### src/rtl/mem_arbiter.sv
// mem_arbiter: shares one single-ported fixed-latency memory between the IF and data ports.
// Optional MEM_ARB_RR_EN: round-robin between ports instead of fixed data-over-IF priority.
module mem_arbiter #(
  parameter int AW  = 10,
  parameter int LAT = 2
) (
  input  logic          clk,
  input  logic          rst,
  input  logic          if_req,
  input  logic [AW-1:0] if_addr,
  output logic [31:0]   if_rdata,
  output logic          if_ready,
  input  logic          d_req,
  input  logic          d_we,
  input  logic [AW-1:0] d_addr,
  input  logic [31:0]   d_wdata,
  output logic [31:0]   d_rdata,
  output logic          d_ready,
  output logic          m_en,
  output logic          m_we,
  output logic [AW-1:0] m_addr,
  output logic [31:0]   m_wdata,
  input  logic [31:0]   m_rdata,
  output logic          stall
);

  typedef enum logic [1:0] {IDLE, BUSY_I, BUSY_D} state_t;

  localparam logic [2:0] CNT_RD = 3'(LAT - 1);

  state_t     state, state_next;
  logic [2:0] cnt;
  logic       op_we;
  logic       elig_i, elig_d;
  logic       grant_i, grant_d;
  logic       done;

  // A port whose ready is pulsing this cycle must not be granted again off the same held request.
  assign elig_i = if_req & ~if_ready;
  assign elig_d = d_req & ~d_ready;
  assign stall  = elig_i | elig_d;

`ifdef MEM_ARB_RR_EN
  logic last_d;

  always_comb begin
    grant_i = 1'b0;
    grant_d = 1'b0;
    if (state == IDLE) begin
      if (elig_i && elig_d) begin
        grant_d = ~last_d;
        grant_i = last_d;
      end else begin
        grant_d = elig_d;
        grant_i = elig_i;
      end
    end
  end

  always_ff @(posedge clk) begin
    if (rst) begin
      last_d <= 1'b0;
    end else if (grant_d) begin
      last_d <= 1'b1;
    end else if (grant_i) begin
      last_d <= 1'b0;
    end
  end
`else
  always_comb begin
    grant_d = (state == IDLE) & elig_d;
    grant_i = (state == IDLE) & elig_i & ~elig_d;
  end
`endif

  always_ff @(posedge clk) begin
    if (rst) begin
      state <= IDLE;
    end else begin
      state <= state_next;
    end
  end

  always_comb begin
    state_next = state;
    done       = 1'b0;
    case (state)
      IDLE: begin
        if (grant_d) begin
          state_next = BUSY_D;
        end else if (grant_i) begin
          state_next = BUSY_I;
        end
      end
      BUSY_I, BUSY_D: begin
        if (cnt == 3'd0) begin
          done       = 1'b1;
          state_next = IDLE;
        end
      end
      default: state_next = IDLE;
    endcase
  end

  // op_we remembers a store after m_we drops, so completion leaves d_rdata alone.
  always_ff @(posedge clk) begin
    if (rst) begin
      cnt      <= 3'd0;
      op_we    <= 1'b0;
      m_en     <= 1'b0;
      m_we     <= 1'b0;
      m_addr   <= '0;
      m_wdata  <= '0;
      if_rdata <= '0;
      d_rdata  <= '0;
      if_ready <= 1'b0;
      d_ready  <= 1'b0;
    end else begin
      m_en     <= 1'b0;
      m_we     <= 1'b0;
      if_ready <= 1'b0;
      d_ready  <= 1'b0;
      if (grant_d) begin
        m_en    <= 1'b1;
        m_we    <= d_we;
        m_addr  <= d_addr;
        m_wdata <= d_wdata;
        op_we   <= d_we;
        cnt     <= d_we ? 3'd0 : CNT_RD;
      end else if (grant_i) begin
        m_en   <= 1'b1;
        m_addr <= if_addr;
        op_we  <= 1'b0;
        cnt    <= CNT_RD;
      end else if (done) begin
        if (state == BUSY_I) begin
          if_rdata <= m_rdata;
          if_ready <= 1'b1;
        end else begin
          if (!op_we) begin
            d_rdata <= m_rdata;
          end
          d_ready <= 1'b1;
        end
      end else if (state != IDLE) begin
        cnt <= cnt - 3'd1;
      end
    end
  end

endmodule

### config.mk
export PLATFORM = sky130hd
export DESIGN_NAME = mem_arbiter
export DESIGN_NICKNAME = d
export VERILOG_FILES = /design/src/rtl/mem_arbiter.sv
export SDC_FILE = /design/constraint.sdc
export NUM_CORES = 1
export LEC_CHECK = 0
export CAP_MARGIN = 20
export CORE_ASPECT_RATIO = 1.4
export CORE_MARGIN = 3
export CORE_UTILIZATION = 37
export CTS_CLUSTER_DIAMETER = 50
export DETAILED_ROUTE_END_ITERATION = 7
export PLACE_DENSITY = 0.72
export SYNTH_ARGS = -nofsm -noshare
export SYNTH_HDL_FRONTEND = slang
export SYNTH_SLANG_ARGS = --single-unit
### constraint.sdc
create_clock -name clk -period 3.2 [get_ports clk]
set_input_delay 0.48 -clock clk [delete_from_list [all_inputs] [get_ports clk]]
set_output_delay 0.48 -clock clk [all_outputs]
set_load 0.05 [all_outputs]
## After elaboration in Yosys (flattened, before gate mapping)

Cells that the tools add are included.

| word-level totals | value |
|---|---|
| word-level logic and storage cells | 62 |
| flip-flop bits (word level) | 116 |
| output and inout bits | 111 |
| bits of input ports | 89 |

| operators by class | value |
|---|---|
| mux-type cells | 19 |
| add/sub/neg operators | 1 |
| eq/ne operators | 5 |
| reductions and logical operators | 12 |
| bitwise operators | 14 |

Operators by type and width:

| operator | count |
|---|---|
| $mux W10 | 2 |
| $mux W3 | 4 |
| $mux W1 | 9 |
| $not A1 Y1 | 8 |
| $mux W2 | 3 |
| $ne A3 B3 Y1 const B | 2 |
| $and A1 B1 Y1 | 5 |
| $reduce_and A5 Y1 | 1 |
| $pmux W2 S2 | 1 |
| $reduce_and A2 Y1 | 2 |
| $reduce_and A4 Y1 | 1 |
| $reduce_bool A2 Y1 | 2 |
| $reduce_or A2 Y1 | 2 |
| $reduce_or A4 Y1 | 1 |
| $logic_not A3 Y1 | 1 |
| $reduce_bool A3 Y1 | 1 |
| $sub A3 B1 Y3 const B | 1 |
| $eq A2 B1 Y1 const B | 1 |
| $eq A2 B2 Y1 const B | 1 |
| $logic_not A2 Y1 | 1 |
| $ne A2 B2 Y1 const B | 1 |
| $or A1 B1 Y1 | 1 |

## Depth between registers and ports, before layout

| logic depth | value |
|---|---|
| depth in word-level cells | 7 |
| depth in mapped cells | 9 |
| gate-level depth less buffers | 7 |

## Worst setup path after synthesis

OpenSTA, ideal clock, no wires.

| timing | value |
|---|---|
| path type | reg2out |
| start | register d_ready |
| end | output stall |
| path slack | 1.219 ns |
| data arrival time | 1.501 ns |
| cell stages (with the launch flop) | 4 |
| cells stage by stage | dfxtp_1 nand2b_4 clkbuf_1 nand2_1 |

| on the way | value |
|---|---|
| longest elaborated chain between the ends | 3 |

RTL lines:

| item | RTL line | source |
|---|---|---|
| start: declaration | 18 | `output logic d_ready,` |
| start signal: assignment | 117 | `d_ready <= 1'b0;` |
| start signal: assignment | 122 | `d_ready <= 1'b0;` |
| start signal: assignment | 143 | `d_ready <= 1'b1;` |
| $not A1 Y1 | 40 | `assign elig_d = d_req & ~d_ready;` |
| $and A1 B1 Y1 | 40 |  |
| $or A1 B1 Y1 | 41 | `assign stall = elig_i \| elig_d;` |
| end: declaration | 24 | `output logic stall` |

Every way passes these cells.

## Final worst setup path

| timing | value |
|---|---|
| start | input if_req |
| end | output stall |

| on the way | value |
|---|---|
| longest elaborated chain between the ends | 2 |

RTL lines:

| item | RTL line | source |
|---|---|---|
| start: declaration | 9 | `input logic if_req,` |
| $and A1 B1 Y1 | 39 | `assign elig_i = if_req & ~if_ready;` |
| $or A1 B1 Y1 | 41 |  |

Every way passes these cells.

==> impl_metrics.ini <==
[outcome]
status = finished clean

[drt]
ant_nets = 0
vias = 4047
wl_met2_um = 6118
wl_met3_um = 1360
vias_per_cell = 4.835
wl_per_cell_um = 15.24
highest_layer = met4
drc = 0
drt_iter0_markers = 120
drt_wl_total_um = 12750
first_pass_iters = 4
wl_met1_um = 5050

[critical_path]
cp_common_cell = clkdlybuf4s50_1
crit_fanout = 2
crit_path_end_kind = output pin
worstSetupPathType = input port to output pin
worstPathCellList = clkdlybuf4s50_1 -> or2b_1 -> nand2_1 -> clkdlybuf4s50_1
worstPathArrival_ps = 2110
path_buf_inv = 2
cp.required_ps = 2720
slowest_stage = clkdlybuf4s50_1
startpoint_type = input port
slowest_delay_ps = 800
critPathTopFamily = buffers and inverters

[power_and_ir_drop]
p_int_uw = 3614
p_sw_frac = 0.2964
ir_drop_mv = 0.4059
p_leak_uw = 0.002868
power_density_nw_per_um2 = 694.3
seq_power_share = 0.322
clkPwrFrac = 0.428
p_sw_uw = 1522
comb_power_share = 0.250

[die]
dieWidth_um = 100.5
row_count = 47
start_util = 0.3857
pin_count = 200
die-area_um2 = 13900
core_area_um2 = 12000
fp.dieH_um = 138.3

[synthesis]
netlist_area_um2 = 4627
ys_async_sr_fraction = 0
synth_area_leaders = dfxtp_1, mux2i_1, nand2b_1, nand2_1, a21oi_1
synth_fp_nets = 579
ys_types = 34
synth_edf_count = 0
synth_most_common_cell = dfxtp_1
netlist.area_leader.share = 0.5019
synth_commonest_cells = dfxtp_1, nand2b_1, nand2_1
synth_flop_cell = dfxtp_1
synth-seq-area-share = 0.5019
synth_area_per_cell_um2 = 9.520
netlist_instances = 486
ys.warnings.count = 0
yosysTopAreaCell = dfxtp_1
ys_ff_latch = 116

[global_route]
grt_pass1_wl_um = 20510
grt_pass1_vias = 4296
antenna_found_initial = 0
grt_max_degree = 137
grt_overflow = 0
track_usage = 0.1830

[final_layout]
drive_above_1_share = 0.06667
num-fill-cells = 998
antenna_cells = 0
multi_input_area_um2 = 2123
regArea_um2 = 2322
syn_to_final_growth_pct = 59.90
fin_nets = 770

[flow_run]
drv_cap = 0

[hold_path]
hold_path_class = register to register

[clock_network]
cts_setup_buffers = 0
cts_sinks = 116
cts_tree = built
clockRootBuffer = clkbuf_16
cts_buffer_depth = 2
hold_buffers = 0
post_cts_resized = 0
htreeDepth = 4
numCtsBuffers = 17
insertion_delay_ps = 410
clkTransAtPathRegs_ps = 60

[sta]
period_minus_slack_ps = 2585
setup_tns_ps = 0
fmax_mhz = 386.8
fin_crit_sh = 0.8079
worst_pin_slew_ps = 766.4
finalSetupViolCount = 0
fin_skew_ps = 12.45
hold_viol = 0
rsz0062_at_grt = no
maxSlewHeadroom = 0.4852
hold_ws_ps = 451.7
final_max_slew_viol_count = 0

[placed_design]
place_hpwl_um = 8973
place.port_buffers = 199
gp_congestion = 0.7218
[metrics by stage]
stage / worst slack [ps] / std cells / instance area (um^2) / total power [uW] / utilization
final: 614.6 / 837 / 7398 / 5137 / 0.6167
after global placement: 637.1 / 804 / 6680 / 2949 / 0.5568
after global routing: 585.7 / 837 / 7398 / 5353 / 0.6167
after CTS: 616.2 / 836 / 7378 / 5194 / 0.6150
after detailed placement: 522.7 / 804 / 6680 / 2973 / 0.5568
after floorplan: 1219 / 486 / 4627 / 2531 / -
[flip-flops by register name, indices dropped and copies added, names as in the netlist, 2 cells and up]
signal    cells
m_addr       10
d_rdata      32
state         2
m_wdata      32
cnt           3
if_rdata     32
[area by class of cell]
type,instances,area share
Clock buffer,25,0.07238
Clock inverter,7,0.02199
Inverter,6,0.003213
Multi-Input combinational cell,331,0.2870
Sequential cell,116,0.3139
Tap cell,147,0.02486
Timing Repair Buffer,205,0.2767
[routing by layer]
metal	vias up	GRT usage
met2	177	0.3047
met1	1854	0.2005
met3	21	0.08619
met5	-	0
li1	1995	-
met4	0	0.06813
[layout by cell type, fill, tap and decap left out, types with 2 or more instances in the layout]
cell type,synthesis,layout
clkbuf_16,0,17
nand2_1,81,81
nor3_1,3,3
clkdlybuf4s50_1,0,198
nand2b_1,97,97
clkbuf_8,0,8
nor2_1,5,5
o21ai_0,3,3
ha_1,4,4
dfxtp_1,116,116
a21oi_1,46,46
o221ai_1,10,10
bufinv_16,0,5
clkinv_2,1,2
mux2i_1,64,64
buf_4,2,6
inv_1,5,5
[cell families after synthesis]
group	count (synthesis)	share of synthesized area
simple gates	199	0.2290
buf+inv	39	0.03921
mux	64	0.1385
flops	116	0.5019
fa+ha+maj	4	0.01082
compound gates	64	0.08058
[path summary, 6_finish.rpt]
kind / slack [ps] / endpoint / depth (start not counted) / startpoint
max reg2reg: 930 / d_rdata[27]$_SDFFE_PP0P_ / 6 / state[1]$_SDFFE_PP0P_
min: 450 / m_addr[3]$_SDFFE_PP0P_ / 2 / m_addr[3]$_SDFFE_PP0P_
min reg2reg: 450 / m_addr[3]$_SDFFE_PP0P_ / 2 / m_addr[3]$_SDFFE_PP0P_
max: 610 / stall / 4 / if_req
[power groups by stage]
stage	combinational (uW)	clock [uW]	sequential (uW)
floorplan	446	0	2080
global placement	1270	0	1680
detailed placement	1290	0	1680
CTS	1300	2240	1660
global route	1370	2310	1670
finish	1290	2200	1650
[worst register-to-register path: cells and delay by family, from the launching register on]
family                   cells  cell delay (ps)
AO/OA/AOI/OAI                1              520
multiplexers                 1              270
buffers and inverters        2              230
flip-flops                   1              310
AND/OR/NAND/NOR              1              540
adder cells (fa/ha/maj)      1              340
(Power assumes the default switching activity.)
